[config.mk]
export PLATFORM = sky130hd
export DESIGN_NAME = fp_add_seq_ctrl
export DESIGN_NICKNAME = d
export VERILOG_FILES = /design/src/rtl/fp_add_seq_ctrl_pkg.sv /design/src/rtl/fp_add_seq_ctrl_flag_acc.sv /design/src/rtl/fp_add_seq_ctrl.sv
export SDC_FILE = /design/constraint.sdc
export NUM_CORES = 1
export LEC_CHECK = 0
export BUFFER_PORTS_ARGS = -buffer_cell sky130_fd_sc_hd__buf_2
export CAP_MARGIN = 20
export CORE_UTILIZATION = 25
export DETAILED_ROUTE_END_ITERATION = 10
export PLACE_DENSITY_LB_ADDON = 0.25
export SYNTH_ARGS = -nofsm -noshare
export SYNTH_HDL_FRONTEND = slang
export SYNTH_SLANG_ARGS = --single-unit
[constraint.sdc]
create_clock -name clk -period 3.43 [get_ports clk]
set_input_delay 0.5145 -clock clk [delete_from_list [all_inputs] [get_ports clk]]
set_output_delay 0.5145 -clock clk [all_outputs]
set_load 0.01 [all_outputs]
[src/rtl/fp_add_seq_ctrl_pkg.sv]
// rtl/fp_add_seq_ctrl_pkg.sv - shared types, stage/flag indices and decode helpers for the FP add/sub sequencer
package fp_add_seq_ctrl_pkg;

    // Error code leaving the error_check stage.
    typedef enum logic [1:0] {
        ERR_NONE      = 2'd0,
        ERR_INVALID   = 2'd1,
        ERR_OVERFLOW  = 2'd2,
        ERR_UNDERFLOW = 2'd3
    } o_err_t;

    // Operand class reported by the unpack stage.
    typedef enum logic [1:0] {
        IN_NORMAL = 2'd0,
        IN_ZERO   = 2'd1,
        IN_INF    = 2'd2,
        IN_NAN    = 2'd3
    } i_err_t;

    typedef enum logic [2:0] {
        S_IDLE   = 3'd0,
        S_UNPACK = 3'd1,
        S_ALIGN  = 3'd2,
        S_ADD    = 3'd3,
        S_NORM   = 3'd4,
        S_ROUND  = 3'd5,
        S_CHECK  = 3'd6,
        S_RESP   = 3'd7
    } seq_state_t;

    localparam int STG_W      = 5;
    localparam int STG_UNPACK = 0;
    localparam int STG_ALIGN  = 1;
    localparam int STG_ADD    = 2;
    localparam int STG_NORM   = 3;
    localparam int STG_ROUND  = 4;

    localparam int FLAG_INEXACT   = 0;
    localparam int FLAG_UNDERFLOW = 1;
    localparam int FLAG_OVERFLOW  = 2;
    localparam int FLAG_DIVZERO   = 3;
    localparam int FLAG_INVALID   = 4;

    // Datapath stage enable that belongs to a sequencer state.
    function automatic logic [STG_W-1:0] stage_onehot(input seq_state_t s);
        logic [STG_W-1:0] v;
        v = '0;
        case (s)
            S_UNPACK: v[STG_UNPACK] = 1'b1;
            S_ALIGN:  v[STG_ALIGN]  = 1'b1;
            S_ADD:    v[STG_ADD]    = 1'b1;
            S_NORM:   v[STG_NORM]   = 1'b1;
            S_ROUND:  v[STG_ROUND]  = 1'b1;
            default:  v = '0;
        endcase
        return v;
    endfunction

    // Overflow and underflow always imply an inexact result.
    function automatic logic [4:0] err_to_flags(input o_err_t e);
        logic [4:0] v;
        v = '0;
        case (e)
            ERR_INVALID: v[FLAG_INVALID] = 1'b1;
            ERR_OVERFLOW: begin
                v[FLAG_OVERFLOW] = 1'b1;
                v[FLAG_INEXACT]  = 1'b1;
            end
            ERR_UNDERFLOW: begin
                v[FLAG_UNDERFLOW] = 1'b1;
                v[FLAG_INEXACT]   = 1'b1;
            end
            default: v = '0;
        endcase
        return v;
    endfunction

endpackage

[src/rtl/fp_add_seq_ctrl_flag_acc.sv]
// rtl/fp_add_seq_ctrl_flag_acc.sv - sticky exception flag accumulator with clear priority
// Ports: clk, rst (sync, active-high), upd (take dp error this edge), err (o_err_t),
//        clr (clear flags, wins over upd), flags [FLAG_W-1:0] sticky {NV,DZ,OF,UF,NX}.
module fp_flag_acc
    import fp_add_seq_ctrl_pkg::*;
#(
    parameter int FLAG_W = 5
) (
    input  logic              clk,
    input  logic              rst,
    input  logic              upd,
    input  o_err_t            err,
    input  logic              clr,
    output logic [FLAG_W-1:0] flags
);

    logic [FLAG_W-1:0] set_bits;

    assign set_bits = FLAG_W'(err_to_flags(err));

    always_ff @(posedge clk) begin
        if (rst) begin
            flags <= '0;
        end else if (clr) begin
            flags <= '0;
        end else if (upd) begin
            flags <= flags | set_bits;
        end
    end

endmodule

[src/rtl/fp_add_seq_ctrl.sv]
// rtl/fp_add_seq_ctrl.sv - sequencing controller for the multi-cycle FP add/sub datapath
// Ports: clk, rst (sync, active-high); request in_valid/in_ready with op_a, op_b, op_sub;
//        datapath side dp_a, dp_b, dp_sub, stage_en (one-hot {ROUND,NORM,ADD,ALIGN,UNPACK}),
//        dp_special, dp_result, dp_err; response out_valid/out_ready with res, res_err;
//        sticky flags with flags_clr; flush aborts the in-flight operation.
module fp_add_seq_ctrl
    import fp_add_seq_ctrl_pkg::*;
#(
    parameter int NORM_CYCLES = 2,
    parameter int FLAG_W      = 5
) (
    input  logic              clk,
    input  logic              rst,
    input  logic              in_valid,
    output logic              in_ready,
    input  logic [31:0]       op_a,
    input  logic [31:0]       op_b,
    input  logic              op_sub,
    output logic [31:0]       dp_a,
    output logic [31:0]       dp_b,
    output logic              dp_sub,
    output logic [STG_W-1:0]  stage_en,
    input  logic              dp_special,
    input  logic [31:0]       dp_result,
    input  o_err_t            dp_err,
    output logic              out_valid,
    input  logic              out_ready,
    output logic [31:0]       res,
    output o_err_t            res_err,
    output logic [FLAG_W-1:0] flags,
    input  logic              flags_clr,
    input  logic              flush
);

    localparam int              CNT_W     = 4;
    localparam logic [CNT_W-1:0] NORM_LAST = CNT_W'(NORM_CYCLES - 1);

    seq_state_t       state;
    seq_state_t       nxt;
    logic [CNT_W-1:0] norm_cnt;
    logic             norm_done;
    logic             accept;
    logic             check_upd;

    assign norm_done = (norm_cnt == NORM_LAST);
    assign accept    = (state == S_IDLE) && in_valid && !flush;
    assign check_upd = (state == S_CHECK) && !flush;

    // Flush dominates every transition, including an accept in IDLE.
    always_comb begin
        nxt = S_IDLE;
        if (!flush) begin
            case (state)
                S_IDLE:   nxt = in_valid ? S_UNPACK : S_IDLE;
                S_UNPACK: nxt = dp_special ? S_CHECK : S_ALIGN;
                S_ALIGN:  nxt = S_ADD;
                S_ADD:    nxt = S_NORM;
                S_NORM:   nxt = norm_done ? S_ROUND : S_NORM;
                S_ROUND:  nxt = S_CHECK;
                S_CHECK:  nxt = S_RESP;
                S_RESP:   nxt = out_ready ? S_IDLE : S_RESP;
                default:  nxt = S_IDLE;
            endcase
        end
    end

    // Handshake and stage outputs are registered from the next state so they
    // line up with the state they describe.
    always_ff @(posedge clk) begin
        if (rst) begin
            state     <= S_IDLE;
            in_ready  <= 1'b1;
            out_valid <= 1'b0;
            stage_en  <= '0;
            dp_a      <= '0;
            dp_b      <= '0;
            dp_sub    <= 1'b0;
            res       <= '0;
            res_err   <= ERR_NONE;
            norm_cnt  <= '0;
        end else begin
            state     <= nxt;
            in_ready  <= (nxt == S_IDLE);
            out_valid <= (nxt == S_RESP);
            stage_en  <= stage_onehot(nxt);

            if (accept) begin
                dp_a   <= op_a;
                dp_b   <= op_b;
                dp_sub <= op_sub;
            end

            // Counter is zero outside NORM, so each NORM visit starts fresh.
            if ((state == S_NORM) && !flush && !norm_done) begin
                norm_cnt <= norm_cnt + 4'd1;
            end else begin
                norm_cnt <= '0;
            end

            if (check_upd) begin
                res     <= dp_result;
                res_err <= dp_err;
            end
        end
    end

    fp_flag_acc #(
        .FLAG_W (FLAG_W)
    ) u_flag_acc (
        .clk   (clk),
        .rst   (rst),
        .upd   (check_upd),
        .err   (dp_err),
        .clr   (flags_clr),
        .flags (flags)
    );

endmodule

== Word-level counts from Yosys, hierarchy flattened ==
Cells that the tools add are included.

* Bits in registers: 118
* Input bits: 106
* Word-level logic and storage cells: 58
* Output and inout bits: 111

* Muxes and demuxes: 15
* Add/subtract/negate cells: 1
* Eq/ne operators: 17
* Bitwise operators: 2
* Reductions and logical operators: 12

{| class="wikitable"
|+ Operator list
! operator !! number
|-
| 3-bit case mux with 8 select lines || 1
|-
| 3-bit == test, second input constant || 7
|-
| 3-bit by 2-bit == test with 1-bit output, second input constant || 4
|-
| 1-bit 2-to-1 mux || 11
|-
| 3-bit 2-to-1 mux || 3
|-
| 3-bit by 1-bit == test with 1-bit output, second input constant || 2
|-
| 3-bit zero test || 2
|-
| 2-bit OR reduction || 3
|-
| 1-bit logical AND || 5
|-
| 5-bit bitwise OR || 1
|-
| 4-bit by 1-bit adder with 4-bit output, second input constant || 1
|-
| 2-bit == test, second input constant || 2
|-
| 4-bit by 1-bit == test with 1-bit output, second input constant || 1
|-
| 2-bit by 1-bit == test with 1-bit output, second input constant || 1
|-
| 1-bit zero test || 2
|-
| 1-bit NOT || 1
|}

== Depth between registers and ports, before layout ==
Gate-level depths: netlist of run 1.

* Depth after elaboration: 6
* Gate-level depth with buffers: 7
* Gate-level depth less buffers: 5

== Cells and area by module ==
Synthesis of run 1 repeated with hierarchy kept, for this count alone.

* Cells, all modules: 514
* Area, all modules: 4508.1 um^2

{| class="wikitable"
|+ By module, submodules not included
! module !! cells an instance !! seq. area each (um^2) !! instances !! area an instance (um^2)
|-
| fp_add_seq_ctrl || 499 || 2262.2 || 1 || 4357.9
|-
| fp_flag_acc || 15 || 80.1 || 1 || 150.1
|}

== Worst setup path after synthesis of run 1 ==
No wires, ideal clock.

* Path kind: input to register
* Start point: input port flush
* End point: register res[21]
* Setup time: 70 ps
* Arrival: 1572 ps
* Path buffers: 3
* Required time: 3360 ps
* Slack: 1788 ps
* Cell stages on the path: 7
* Cells stage by stage: clkbuf_1 > nor2_1 > and3_1 > buf_2 > buf_2 > nand2_1 > a21oi_1

* Cells in the longest elaborated chain, start to end: 2

{| class="wikitable"
|+ Ends and longest elaborated chain
! element !! line !! text
|-
| start: declaration || fp_add_seq_ctrl.sv:32 || <nowiki>input logic flush</nowiki>
|-
| 1-bit zero test || fp_add_seq_ctrl.sv:47 || <nowiki>assign check_upd = (state == S_CHECK) && !flush;</nowiki>
|-
| 1-bit logical AND || fp_add_seq_ctrl.sv:47 ||
|-
| end signal: assignment || fp_add_seq_ctrl.sv:101 || <nowiki>res <= dp_result;</nowiki>
|-
| end: declaration || fp_add_seq_ctrl.sv:28 || <nowiki>output logic [31:0] res,</nowiki>
|}

Every way passes these cells.
A chain may end at the register's enable or synchronous reset.

== Worst setup path after layout of run 1 ==
* Start point: register state[1]
* End point: register dp_a[17]

* Cells in the longest elaborated chain, start to end: 3

{| class="wikitable"
|+ Ends and longest elaborated chain
! element !! line !! text
|-
| start: declaration || fp_add_seq_ctrl.sv:38 || <nowiki>seq_state_t state;</nowiki>
|-
| start signal: assignment || fp_add_seq_ctrl.sv:82 || <nowiki>state <= nxt;</nowiki>
|-
| 3-bit zero test || fp_add_seq_ctrl.sv:46 || <nowiki>assign accept = (state == S_IDLE) && in_valid && !flush;</nowiki>
|-
| 1-bit logical AND (2 in a row) || fp_add_seq_ctrl.sv:46 ||
|-
| end signal: assignment || fp_add_seq_ctrl.sv:88 || <nowiki>dp_a <= op_a;</nowiki>
|-
| end: declaration || fp_add_seq_ctrl.sv:19 || <nowiki>output logic [31:0] dp_a,</nowiki>
|}

Every way passes these cells.

==> out/qor.txt, run 1 <==
outcome -> finished clean
area share of the largest cell type after synthesis -> 0.565
Area contributors post-synth -> dfxtp_1 (57%), nand2_1 (18%), a21oi_1 (12%)
cell row count -> 46
boundary pin count -> 217
Required @ worst endpoint -> 3.70 ns
Filler cells -> 1728
worst skew pair latency -> 0.40 ns
WHS -> 0.333 ns
clock tree buffer depth -> 2
Die H -> 131 um
# port buffers -> 215
max-capacitance violation count -> 0
CP arrival -> 2.34 ns
Overall Power -> 3.59 mW
post-synthesis cell count -> 508
DRT Wirelength -> 11.5 mm
RSZ-0062 raised after global routing -> false
DRC Markers -> 0
cell area after synthesis -> 4140 um2
syn avg cell area -> 8.16 um2
Initial Util -> 0.258
Crit Path Class -> reg2reg
critical path, cell by cell -> or2_1, or3_2, buf_4, nand2_1, a21oi_1
largest area contributor in the netlist -> dfxtp_1
worst hold path class -> in2reg
PwrDens -> 601 nW/um2
CP max-delay cell -> or3_2
CTS Buf Count -> 17
Synth Flop Type -> dfxtp_1
grt ovf -> 0
register area share after synthesis -> 0.565
vias per cell -> 4.19
Final nets -> 820
CP Max Fanout -> 57
Die W -> 131 um
Antenna diodes -> 0
commonest non-fill, non-tap cell in the layout -> buf_2
Clock Pin Slew Worst Setup and Hold Paths -> 0.05 ns
Setup Skew -> 0.00447 ns
Pre-antenna DRT Iters -> 4
Tot GR Track Use -> 0.134
hpwl dp -> 7.77 mm
P_leak -> 2.72 nW
Post-synth EDFFs -> 0
VDD IR max -> 0.000341 V
Max Fclk -> 483 MHz
Relative slew margins -> 0.583
postcts setup bufs -> 0
Avg WL per Cell -> 12.3 um
area grow syn2layout -> 44.3%
# resized after CTS -> 0
largest net degree at the start of global routing -> 58
unique cell type count in the Yosys netlist -> 33
routability cong. -> 0.758
first-pass GRT wire length -> 17.4 mm
CP Launch Type -> flip-flop
yosys warns -> 0
H-tree depth -> 4
# setup viols final -> 0
Max Slew Vio Count -> 0
Synth async-reset ratio -> 0
DRT antenna net count -> 0
TNS Setup -> 0 ns
Synth Register Bits -> 117
cts hold-fix bufs -> 0
total number of vias -> 3944
CTS Sinks -> 117
number of global-route vias before repair -> 3452
slowest cell delay on critical path -> 0.60 ns
syn nets -> 616
CTS tree -> done
worst slew pin tran -> 0.625 ns
CP endpoint kind -> flip-flop
commonest non-fill, non-tap cells in the layout -> buf_2 (214), nand2_1 (199), dfxtp_1 (117)
share of layout cells above drive strength 1 -> 0.352
clock root cell -> clkbuf_16
final period demand of the worst path -> 2.07 ns
Hold Fails Final Rpt -> 0
initial antenna violation count -> 0
core box area -> 16100 um2
initial DRC count -> 177
ratio of final minimum period to clock period -> 0.603
DIE AREA -> 17100 um2
metal layers:
layer | track usage | share of wire | vias up
li1 | - | - | 2049
met1 | 0.164 | 0.45 | 1772
met2 | 0.213 | 0.47 | 114
met3 | 0.0517 | 0.066 | 9
met4 | 0.0487 | 0.010 | 0
met5 | 0 | 0 | -
critical path, delay by kind of cell (launching register included):
| family | cells | cell delay, ns |
|---|---|---|
| AOI/OAI and AO/OA | 1 | 0.07 |
| DFF | 1 | 0.39 |
| and+or+nand+nor | 3 | 1.07 |
| buffers and inverters | 1 | 0.36 |
metrics by stage:
stage,instances,worst slack (ns),utilization,area (um2)
floorplan,508,1.79,-,4140
global placement,909,1.35,0.332,5330
detailed placement,909,1.35,0.332,5330
CTS,941,1.34,0.372,5980
global route,941,1.23,0.372,5980
finish,941,1.36,0.372,5980
cells by family (layout without fill, tap and decap cells):
family | count (synthesis) | after routing | share of synthesized area
other | 1 | 1 | 0.000905
buffers and inverters | 44 | 261 | 0.0598
AO/OA/AOI/OAI | 111 | 111 | 0.142
flip-flops | 117 | 117 | 0.565
adder cells (fa/ha/maj) | 2 | 2 | 0.00604
AND/OR/NAND/NOR | 231 | 231 | 0.222
XOR/XNOR | 2 | 2 | 0.00423
cell usage after synthesis (2+ instances only):
cell type and n:
a21oi_1 100, a31oi_1 3, and2_1 2, and3_1 3, buf_2 6, buf_4 6
buf_6 7, clkbuf_1 18, dfxtp_1 117, ha_1 2, inv_1 7, nand2_1 199
nand3_1 2, nand4_1 2, nor2_1 8, nor2b_1 3, nor3_1 5, nor4_1 3
report_power, final:
part           internal (mW)  switching, mW  total, mW
sequential              1.40         0.0184       1.42
clock                   1.34          0.601       1.94
combinational         0.0996          0.134      0.234
total                   2.84          0.753       3.59
final timing paths:
check | from | to | slack (ns) | depth (start not counted)
setup / recovery | state[1] | dp_a[17] | 1.36 | 5
hold reg to reg | res[24] | res[24] | 0.45 | 2
hold / removal | flags_clr | u_flag_acc.flags[1] | 0.33 | 2
setup reg to reg | state[1] | dp_a[17] | 1.36 | 5
layout make-up:
cell class                      instances  area (um2)  share of cell area
Sequential cell                       117        2340               0.392
Multi-Input combinational cell        347        1560               0.261
Timing Repair Buffer                  222        1130               0.189
Clock buffer                           22         474              0.0793
Tap cell                              216         270              0.0452
Clock inverter                         10         175              0.0293
Inverter                                7        26.3             0.00439
registers in the layout, summed over array words and instances, names as in the netlist:
register	cells
res	32
res_err	2
dp_b	32
in_ready	1
dp_sub	1
stage_en	5
out_valid	1
u_flag_acc.flags	4
dp_a	32
state	3
norm_cnt	4
Note: power is estimated with default switching activity, not from simulation.
==> run 2: changes to the inputs <==
clock period = 2 ns   (was 3.43 ns; I/O delays follow)
==> out/qor.txt, run 2 (synthesis gave the netlist of run 1 again) <==
slowest cell delay on critical path -> 0.48 ns (was 0.60 ns)
cts hold-fix bufs -> 0 (unchanged)
DIE AREA -> 17100 um2 (unchanged)
Min-Delay Endpoint -> u_flag_acc.flags[0] (was u_flag_acc.flags[1])
outcome -> finished clean (unchanged)
Max Slew Vio Count -> 0 (unchanged)
Clock Pin Slew Worst Setup and Hold Paths -> 0.05 ns (about the same)
Overall Power -> 5.52 mW (was 3.59 mW)
worst hold path class -> in2reg (unchanged)
commonest non-fill, non-tap cells in the layout -> buf_2 (214), nand2_1 (199), dfxtp_1 (117) (unchanged)
DRT Wirelength -> 11.5 mm (about the same)
Tot GR Track Use -> 0.133 (was 0.134)
DRT antenna net count -> 0 (unchanged)
r2r endpoint -> dp_a[7] (was dp_a[17])
Switching Fraction -> 0.227 (was 0.210)
largest net degree at the start of global routing -> 59 (was 58)
Required @ worst endpoint -> 2.26 ns (was 3.70 ns)
CP Max Fanout -> 42 (was 57)
first-pass GRT wire length -> 17.4 mm (about the same)
H-tree depth -> 4 (unchanged)
# setup viols final -> 0 (unchanged)
CP endpoint kind -> flip-flop (unchanged)
area grow syn2layout -> 42.8% (was 44.3%)
Crit path max-delay family -> simple AND/OR/NAND/NOR gates (unchanged)
CTS Sinks -> 117 (unchanged)
critical path, cell by cell -> or2_1, or3_2, buf_4, nand2_1, a21oi_1 (unchanged)
final period demand of the worst path -> 1.81 ns (was 2.07 ns)
WHS Path Cells -> 2 (unchanged)
Antenna diodes -> 0 (unchanged)
Die H -> 131 um (unchanged)
Crit Path Class -> reg2reg (unchanged)
Worst Hold Launch -> flags_clr (unchanged)
DRC Markers -> 0 (unchanged)
worst skew pair latency -> 0.40 ns (about the same)
postcts setup bufs -> 0 (unchanged)
# resized after CTS -> 0 (unchanged)
commonest non-fill, non-tap cell in the layout -> buf_2 (unchanged)
combinational power share -> 0.075 (was 0.065)
core box area -> 16100 um2 (unchanged)
Internal -> 4.27 mW (was 2.84 mW)
max-capacitance violation count -> 0 (unchanged)
RSZ-0062 raised after global routing -> false (unchanged)
fin util -> 0.368 (was 0.372)
total number of vias -> 3909 (was 3944)
R2R setup slack -> 0.19 ns (was 1.36 ns)
# port buffers -> 215 (unchanged)
Net Switching -> 1.25 mW (was 0.753 mW)
part of the power in registers -> 0.441 (was 0.395)
Die W -> 131 um (unchanged)
ratio of final minimum period to clock period -> 0.904 (was 0.603)
initial DRC count -> 172 (was 177)
number of global-route vias before repair -> 3486 (was 3452)
TNS Setup -> 0 ns (unchanged)
hpwl dp -> 7.69 mm (was 7.77 mm)
grt ovf -> 0 (unchanged)
initial antenna violation count -> 0 (unchanged)
clock root cell -> clkbuf_16 (unchanged)
Avg WL per Cell -> 12.3 um (about the same)
share of layout cells above drive strength 1 -> 0.349 (was 0.352)
VDD IR max -> 0.000513 V (was 0.000341 V)
boundary pin count -> 217 (unchanged)
clock tree buffer depth -> 2 (unchanged)
PwrDens -> 934 nW/um2 (was 601 nW/um2)
power share of the clock group -> 0.485 (was 0.540)
reg2reg start -> state[1] (unchanged)
cell row count -> 46 (unchanged)
Hold Fails Final Rpt -> 0 (unchanged)
Setup Skew -> 0.00643 ns (was 0.00447 ns)
P_leak -> 2.68 nW (was 2.72 nW)
CP max-delay cell -> or3_2 (unchanged)
Max Fclk -> 553 MHz (was 483 MHz)
CP Launch Type -> flip-flop (unchanged)
vias per cell -> 4.15 (was 4.19)
CTS tree -> done (unchanged)
Pre-antenna DRT Iters -> 4 (unchanged)
biggest regs -> dp_a: 32 flops, dp_b: 32 flops, res: 32 flops (unchanged)
routability cong. -> 0.711 (was 0.758)
Initial Util -> 0.258 (unchanged)
CTS Buf Count -> 17 (unchanged)
Final nets -> 822 (was 820)
FF-to-FF path depth -> 5 (unchanged)
WP buf/inv -> 1 (unchanged)
Final WS setup -> 0.191 ns (was 1.36 ns)
CP arrival -> 2.07 ns (was 2.34 ns)
post-place setup slack -> 0.207 ns (was 1.35 ns)
[run 2: changes by cell type in the layout (fill, tap and decap cells not counted), sizes merged]
cell    before  now
bufinv       5    0
clkbuf      22   25
buf        222  224
[run 2: worst max path at each step]
stage	from	to	slack, ns	cells past startpoint
6_report	state[1]	dp_a[7]	0.19	5
5_1_grt	state[1]	dp_b[23]	0.06	5
4_1_cts	state[1]	dp_a[7]	0.19	5
3_5_place_dp	state[1]	dp_a[7]	0.21	5
3_3_place_gp	state[1]	dp_b[29]	0.22	5
2_1_floorplan	state[1]	dp_a[10]	0.45	7
[run 2: power groups by stage]
stage	combinational, mW	clock (mW)	sequential [mW]
floorplan	0.180	0	2.51
detailed placement	0.423	0	2.48
CTS	0.425	2.78	2.43
finish	0.414	2.68	2.43
global route	0.465	2.90	2.44
global placement	0.422	0	2.48
[run 2: worst register-to-register path, stage by stage, from the launching register on]
cell	delay, ns
dfxtp_1	0.39
or2_1	0.32
or3_2	0.48
buf_4	0.28
nand2_1	0.15
a21oi_1	0.06
[run 2: cell type report]
type	count	area, um2
Fill cell	1727	10100
Sequential cell	117	2340
Multi-Input combinational cell	347	1560
Timing Repair Buffer	224	1200
Clock buffer	25	495
Tap cell	216	270
Inverter	7	26.3
Clock inverter	5	25.0
[run 2: stage by stage]
step | instances | area (um2) | hold slack, ns
6_report | 941 | 5920 | 0.113
5_1_grt | 941 | 5920 | 0.0909
4_1_cts | 941 | 5920 | 0.0890
3_5_place_dp | 911 | 5400 | 0.443
3_3_place_gp | 911 | 5400 | 0.440
2_1_floorplan | 508 | 4140 | 0.377
[run 2: routing by layer]
metal | vias to the layer above | track usage | part of all wire
met4 | 0 | 0.0527 | 0.011
li1 | 2052 | - | -
met3 | 9 | 0.0525 | 0.066
met5 | - | 0 | 0
met1 | 1729 | 0.166 | 0.45
met2 | 119 | 0.205 | 0.47
